[config.mk]
export PLATFORM = sky130hd
export DESIGN_NAME = face_capture_ctrl_flat
export DESIGN_NICKNAME = d
export VERILOG_FILES = /design/src/rtl/face_capture_ctrl_if.sv /design/src/rtl/face_capture_ctrl.sv /design/src/flat_wrapper.sv
export SDC_FILE = /design/constraint.sdc
export NUM_CORES = 1
export LEC_CHECK = 0
export ABC_AREA = 1
export CAP_MARGIN = 5
export CORE_MARGIN = 2
export CORE_UTILIZATION = 35
export DETAILED_ROUTE_END_ITERATION = 8
export PLACE_DENSITY = 0.56
export SLEW_MARGIN = 10
export SYNTH_ARGS = -nofsm -noshare
export SYNTH_HDL_FRONTEND = slang
export SYNTH_SLANG_ARGS = --single-unit
[constraint.sdc]
create_clock -name clk -period 1.7 [get_ports clk]
set_clock_uncertainty 0.15 [all_clocks]
set_input_delay 0.51 -clock clk [delete_from_list [all_inputs] [get_ports clk]]
set_output_delay 0.51 -clock clk [all_outputs]
set_load 0.01 [all_outputs]
[src/rtl/face_capture_ctrl_if.sv]
// face_capture_ctrl_if
// Purpose: groups the capture handshake, the CCD timing strobes and the
// datapath control lines of the face capture controller into one bundle.
// Signals:
//   start, abort, ack   : capture request / abort / result acknowledge
//   fval, lval, hit     : CCD frame-valid, line-valid, sample-window strobe
//   acc_clear, acc_en   : datapath accumulator clear pulse and enable
//   busy, done, error   : controller status
//   face_idx, frame_cnt : current face, frames completed in this capture
//   hit_cnt             : hits counted in the current frame
// Modports: master drives the requests and the CCD strobes and observes the
// status; slave is the controller itself.
interface face_capture_ctrl_if;
  logic       start;
  logic       abort;
  logic       ack;
  logic       fval;
  logic       lval;
  logic       hit;
  logic       acc_clear;
  logic       acc_en;
  logic       busy;
  logic       done;
  logic       error;
  logic [2:0] face_idx;
  logic [2:0] frame_cnt;
  logic [5:0] hit_cnt;

  modport master (
    output start, abort, ack, fval, lval, hit,
    input  acc_clear, acc_en, busy, done, error, face_idx, frame_cnt, hit_cnt
  );

  modport slave (
    input  start, abort, ack, fval, lval, hit,
    output acc_clear, acc_en, busy, done, error, face_idx, frame_cnt, hit_cnt
  );
endinterface

[src/rtl/face_capture_ctrl.sv]
// face_capture_ctrl
// Purpose: sequences the capture of one cube face. After a start request it
// waits for a frame boundary, then accumulates NUM_FRAMES whole frames,
// checking that every frame produced exactly HITS_PER_FRAME sample hits.
// A good capture ends in DONE and advances the face index; a bad one ends in
// ERROR and keeps the face index so the same face is retried.
// Ports:
//   clk   : sole clock, rising edge
//   rst_n : asynchronous active-low reset
//   bus   : face_capture_ctrl_if.slave (handshake, CCD strobes, status)
module face_capture_ctrl #(
  parameter int NUM_FRAMES     = 4,
  parameter int HITS_PER_FRAME = 45,
  parameter int NUM_FACES      = 6
) (
  input  logic               clk,
  input  logic               rst_n,
  face_capture_ctrl_if.slave bus
);

  localparam logic [2:0] FRAMES_LAST = 3'(NUM_FRAMES);
  localparam logic [5:0] HITS_EXP    = 6'(HITS_PER_FRAME);
  localparam logic [2:0] FACE_LAST   = 3'(NUM_FACES - 1);

  typedef enum logic [2:0] {
    IDLE, ARM, SYNC, ACCUM, CHECK, DONE, ERROR
  } state_t;

  state_t     state, next_state;
  logic       fval_d;
  logic [5:0] hit_cnt;
  logic [2:0] frame_cnt;
  logic [2:0] face_idx;
  logic       acc_clear_q;
  logic       done_q;
  logic       error_q;
  logic       acc_en;
  logic       start_capture;
  logic       fval_rise;
  logic       fval_fall;
  logic       hits_ok;
  logic       last_frame;

  assign fval_rise  = bus.fval & ~fval_d;
  assign fval_fall  = ~bus.fval & fval_d;
  assign hits_ok    = (hit_cnt == HITS_EXP);
  assign last_frame = ((frame_cnt + 3'd1) == FRAMES_LAST);

  // State register.
  always_ff @(posedge clk or negedge rst_n) begin
    if (!rst_n) state <= IDLE;
    else        state <= next_state;
  end

  // Next-state decode. Abort overrides every transition, including a start
  // in IDLE, so an aborted request never produces an accumulator clear.
  always_comb begin
    next_state    = state;
    acc_en        = 1'b0;
    start_capture = 1'b0;
    case (state)
      IDLE: begin
        if (bus.start) begin
          next_state    = ARM;
          start_capture = 1'b1;
        end
      end
      ARM: begin
        if (!bus.fval) next_state = SYNC;
      end
      SYNC: begin
        if (fval_rise) next_state = ACCUM;
      end
      ACCUM: begin
        acc_en = bus.fval & bus.lval;
        if (fval_fall) next_state = CHECK;
      end
      CHECK: begin
        if (!hits_ok)       next_state = ERROR;
        else if (last_frame) next_state = DONE;
        else                next_state = SYNC;
      end
      DONE: begin
        if (bus.ack) next_state = IDLE;
      end
      ERROR: begin
        if (bus.ack) next_state = IDLE;
      end
      default: next_state = IDLE;
    endcase
    if (bus.abort) begin
      next_state    = IDLE;
      start_capture = 1'b0;
    end
  end

  // Counters and registered outputs. Done/Error follow the next state so they
  // are high exactly while the FSM sits in DONE/ERROR, and drop the cycle
  // after the acknowledge is taken.
  always_ff @(posedge clk or negedge rst_n) begin
    if (!rst_n) begin
      fval_d      <= 1'b0;
      hit_cnt     <= 6'd0;
      frame_cnt   <= 3'd0;
      face_idx    <= 3'd0;
      acc_clear_q <= 1'b0;
      done_q      <= 1'b0;
      error_q     <= 1'b0;
    end else begin
      fval_d      <= bus.fval;
      acc_clear_q <= start_capture;
      done_q      <= (next_state == DONE);
      error_q     <= (next_state == ERROR);
      if (bus.abort) begin
        hit_cnt   <= 6'd0;
        frame_cnt <= 3'd0;
      end else begin
        case (state)
          IDLE: begin
            if (bus.start) begin
              hit_cnt   <= 6'd0;
              frame_cnt <= 3'd0;
            end
          end
          SYNC: begin
            if (fval_rise) hit_cnt <= 6'd0;
          end
          ACCUM: begin
            if (acc_en && bus.hit && (hit_cnt != 6'd63)) hit_cnt <= hit_cnt + 6'd1;
          end
          CHECK: begin
            if (hits_ok) frame_cnt <= frame_cnt + 3'd1;
          end
          DONE: begin
            if (bus.ack) face_idx <= (face_idx == FACE_LAST) ? 3'd0 : face_idx + 3'd1;
          end
          default: ;
        endcase
      end
    end
  end

  assign bus.acc_clear = acc_clear_q;
  assign bus.acc_en    = acc_en;
  assign bus.busy      = (state != IDLE);
  assign bus.done      = done_q;
  assign bus.error     = error_q;
  assign bus.face_idx  = face_idx;
  assign bus.frame_cnt = frame_cnt;
  assign bus.hit_cnt   = hit_cnt;

endmodule

[src/flat_wrapper.sv]
// flat-port wrapper written by rule: the top's interface ports become plain ports
module face_capture_ctrl_flat 
#(
  parameter int NUM_FRAMES     = 4,
  parameter int HITS_PER_FRAME = 45,
  parameter int NUM_FACES      = 6
)
  (clk, rst_n, bus_start, bus_abort, bus_ack, bus_fval, bus_lval, bus_hit, bus_acc_clear, bus_acc_en, bus_busy, bus_done, bus_error, bus_face_idx, bus_frame_cnt, bus_hit_cnt);
  face_capture_ctrl_if bus_i ();
  input  logic clk;
  input  logic rst_n;
  input wire logic [$bits(bus_i.start)-1:0] bus_start;
  input wire logic [$bits(bus_i.abort)-1:0] bus_abort;
  input wire logic [$bits(bus_i.ack)-1:0] bus_ack;
  input wire logic [$bits(bus_i.fval)-1:0] bus_fval;
  input wire logic [$bits(bus_i.lval)-1:0] bus_lval;
  input wire logic [$bits(bus_i.hit)-1:0] bus_hit;
  output wire logic [$bits(bus_i.acc_clear)-1:0] bus_acc_clear;
  output wire logic [$bits(bus_i.acc_en)-1:0] bus_acc_en;
  output wire logic [$bits(bus_i.busy)-1:0] bus_busy;
  output wire logic [$bits(bus_i.done)-1:0] bus_done;
  output wire logic [$bits(bus_i.error)-1:0] bus_error;
  output wire logic [$bits(bus_i.face_idx)-1:0] bus_face_idx;
  output wire logic [$bits(bus_i.frame_cnt)-1:0] bus_frame_cnt;
  output wire logic [$bits(bus_i.hit_cnt)-1:0] bus_hit_cnt;
  assign bus_i.start = bus_start;
  assign bus_i.abort = bus_abort;
  assign bus_i.ack = bus_ack;
  assign bus_i.fval = bus_fval;
  assign bus_i.lval = bus_lval;
  assign bus_i.hit = bus_hit;
  assign bus_acc_clear = bus_i.acc_clear;
  assign bus_acc_en = bus_i.acc_en;
  assign bus_busy = bus_i.busy;
  assign bus_done = bus_i.done;
  assign bus_error = bus_i.error;
  assign bus_face_idx = bus_i.face_idx;
  assign bus_frame_cnt = bus_i.frame_cnt;
  assign bus_hit_cnt = bus_i.hit_cnt;
  face_capture_ctrl #(.NUM_FRAMES(NUM_FRAMES), .HITS_PER_FRAME(HITS_PER_FRAME), .NUM_FACES(NUM_FACES)) u_core (.clk(clk), .rst_n(rst_n), .bus(bus_i));
endmodule
# After elaboration in Yosys (flattened, before gate mapping)
# Cells that the tools add are included.
# Widths: inputs -> output; s select.
# totals
register_bits	19
latchBits	0
ram_bits	0
romBits	0
in_bits	8
output_inout_bits	17
elab_cells	66
n_memories	0
# op_classes
n_addsub	3
n_mul	0
div_mod_pow	0
order_cmp	0
n_eq_ne	16
shifts	0
mux	23
bitwise_logic	6
n_reduce_logical	10
# ops
op	n
$mux 3	12
$mux 6	4
$eq 3x3->1 const B	7
$pmux 3 s6	1
$pmux 6 s3	1
$ne 3x2->1 const B	3
$add 3x1->3 const B	2
$add 6x1->6 const B	1
$eq 3x2->1 const B	2
$eq 6x6->1 const B	1
$ne 6x6->1 const B	1
$pmux 3 s2	1
$reduce_and 3->1	2
$reduce_bool 3->1	2
$mux 1	4
$reduce_and 4->1	1
$reduce_bool 4->1	1
$and 1x1->1	3
$eq 3x1->1 const B	1
$logic_not 3->1	1
$ne 3x3->1 const B	1
$not 1->1	3
$logic_and 1x1->1	2
$reduce_or 2->1	1

# Longest topological paths before layout
# depth
word_depth	7
depth_mapped	10
ltp_nobuf	10

# Least setup slack after synthesis
# OpenSTA, ideal clock, no wires.
# synth_timing
path_type	register -> output
from	register u_core.state[1]
to	output port bus_acc_en
arrival_time_ns	0.860
setup_slack_ns	0.180
stages_incl_launch_ff	5
n_path_buf	0
cell_sequence	dfrtp_1 -> nand2_1 -> nor2_4 -> inv_2 -> nor2_1
# synth_via
elab_chain_cells	2
# synth_lines
element	line	source
start: declaration	face_capture_ctrl.sv:29	state_t state, next_state;
start signal: assignment	face_capture_ctrl.sv:52	else state <= next_state;
$eq 3x2->1	face_capture_ctrl.sv:61	case (state)
$mux 1	face_capture_ctrl.sv:61	
end: declaration	flat_wrapper.sv:19	output wire logic [$bits(bus_i.acc_en)-1:0] bus_acc_en;
# No other way between the ends.

# Final worst setup path
# Same ends and word-level chain as after synthesis.

==> impl_metrics.yaml <==
hold_path:
  hold_class: "input pin to async pin"
place:
  postPlaceCellArea_um2: 1590
  place_inst: 246
  dpl.hpwl_um: 2090
  portBuffers: 24
  gp_congestion: 0.823
  dp_worst_setup_slack_ps: -695
yosys:
  synth_area_um2: 1150
  synth-seq-cells: 19
  synthCells: 159
  synth.distinct_cells: 21
  synth-seq-area-share_pct: 41.4
  avgSynthCellArea_um2: 7.22
  synthesis.nets: 171
  yosysWarnings: 0
global_routing:
  antenna_found_initial: 0
  grt_pass1_vias: 1206
  grt-ovfl-total: 0
  grt_max_degree: 20
  grt_pass1_wl_um: 4860
  grt_usage_pct: 17.0
critical_path:
  worstPathArrival_ps: 1170
  reg2reg_to: "u_core.bus.hit_cnt[2]"
  required_ps: 1040
  rrSetupSlack_ps: 30
  cp-start-kind: "flip-flop"
  worstSetupPathType: "flip-flop to primary output"
  setup.worst_path.end: "bus_acc_en"
  path_max_fanout: 2
  reg2reg_depth: 9
  end_kind: "primary output"
  crit_path_start: "u_core.state[1]"
  worstReg2RegStart: "u_core.bus.hit_cnt[1]"
run_status:
  status: "finished, violations left"
  violations: "negative setup slack"
die:
  initial_core_util_pct: 37.3
  rows: 20
  die_h_um: 61.3
  core_area_um2: 3080
  dieArea_um2: 3760
  fp.dieW_um: 61.3
  ioPinCount: 25
power_and_ir_drop:
  powerDensity_nw_per_um2: 517
  peakVddDrop_v: 0.000305
  p_leak_nw: 0.955
finish:
  final_net_count: 232
  area.growth.synth_to_final_pct: 55.8
  stdcell_area_um2: 1790
  instances_no_fill: 263
  final_common_cell: "nand2_1"
  fillers: 311
  antenna_cells: 0
  drive_gt1_share_pct: 34.2
  layout_common_cells: "nand2_1 (41), buf_4 (28), nor2_1 (21)"
route:
  drt_iter0_drc: 26
  detail_route.wl_per_cell_um: 10.5
  firstDrtPassIters: 6
  ant_nets: 0
  wl_um: 2760
  drc: 0
  routed_via_density: 4.46
  vias: 1173
timing:
  finalHoldViolations: 0
  max_clock_freq_mhz: 546
  slew_headroom_pct: 78.9
  maxSlewViolCount: 0
  final.setup.tns_ps: -203
  setup_ws_ps: -131
  tightest_slew_ps: 314
  min_period_ps: 1830
  setup_viol: 2
  rsz0062_at_grt: "yes"
  post-route-period-util_pct: 108
cts:
  cts.sinks: 19
  htreeDepth: 1
  insertion_delay_ps: 290
  cts_root_buf: "clkbuf_4"
  cts_tree: "done"
  cts_buffers: 3
  clock_path_buffers: 2
  hold_buffers: 0
  clk_pin_slew_ps: 110
job:
  maxCapViolations: 0
[sequential cells by signal, indices dropped and copies added, names as in the netlist]
register	count
u_core.fval_d	1
u_core.bus.done	1
u_core.bus.frame_cnt	3
u_core.bus.error	1
u_core.state	3
u_core.bus.hit_cnt	6
u_core.bus.face_idx	3
u_core.bus.acc_clear	1
[critical path, cell delays in order, from the launching register on]
cell	delay [ps]
dfrtp_1	400
nand2_2	80
nor2_4	130
inv_2	50
nor2_2	80
buf_2	140
[cell usage after synthesis]
master / number / area, um2
nand3_1: 15 / 75.1
nand3b_4: 1 / 20.0
nand3b_1: 3 / 22.5
dfrtp_1: 19 / 475
inv_1: 16 / 60.1
nand4_1: 1 / 6.26
nand3_2: 1 / 10.0
inv_2: 7 / 26.3
a21oi_1: 5 / 25.0
mux2i_1: 1 / 10.0
nor2_1: 28 / 105
nand2_2: 1 / 6.26
o21ai_2: 1 / 8.76
nand2_1: 46 / 173
nor2_4: 3 / 33.8
ha_1: 4 / 50.1
o21ai_1: 2 / 10.0
nor3_1: 1 / 5.00
o21a_1: 1 / 7.51
nor2_2: 2 / 12.5
o22ai_1: 1 / 6.26
[per-stage QoR]
step           hold WS, ps  util [%]  power (W)
2_1_floorplan         64.4         -   0.000573
3_3_place_gp           358      51.5   0.000680
3_5_place_dp           381      51.5   0.000682
4_1_cts                384      54.4   0.000930
5_1_grt                411      58.1   0.000987
6_report               381      58.1   0.000924
[worst min path at each step]
stage,cells past startpoint,end,start
detailed placement,1,u_core.bus.frame_cnt[0],u_core.bus.frame_cnt[0]
global route,2,u_core.bus.hit_cnt[2],rst_n
floorplan,0,u_core.bus.acc_clear,rst_n
CTS,2,u_core.bus.hit_cnt[2],rst_n
global placement,1,u_core.bus.face_idx[1],u_core.bus.face_idx[1]
finish,2,u_core.bus.hit_cnt[1],rst_n
[report_power, final]
part | switching (W) | internal (W) | leakage [nW]
registers | 0.00000883 | 0.000465 | 0.252
logic | 0.000116 | 0.000106 | 0.685
clock network | 0.000140 | 0.0000873 | 0.0177
[final cells by class]
type	instances	area [um2]	share of cell area, %
multi-input cells	117	679	38.0
clock buffers	3	22.5	1.26
repair buffers	56	464	25.9
clock inverters	1	5.00	0.280
inverters	23	86.3	4.83
flip-flops and latches	19	477	26.6
well taps	44	55.1	3.08
[what timing repair did]
item / in CTS / in global routing
setup endpoints to repair: 18 / 19
pin swaps: 3 / 14
setup buffers: 9 / 4
gates resized for setup: 32 / 24
[routing by layer]
metal  vias to the layer above  GRT usage, %  routed length [um]
met1                       537          20.7                1190
met3                         0          2.94                  89
met4                         0          2.17                   0
met5                         -             0                   0
met2                        20          31.9                1480
li1                        616             -                   -
[cells by family (layout without fill, tap and decap cells)]
logic type	after synthesis	count (layout)	synth area share (%)
flops	19	19	41.4
buf+inv	23	83	7.52
compound gates	10	10	5.01
mux	1	1	0.871
fa+ha+maj	4	4	4.36
simple gates	102	102	40.8
No activity file was read; power rests on OpenSTA's default activity.
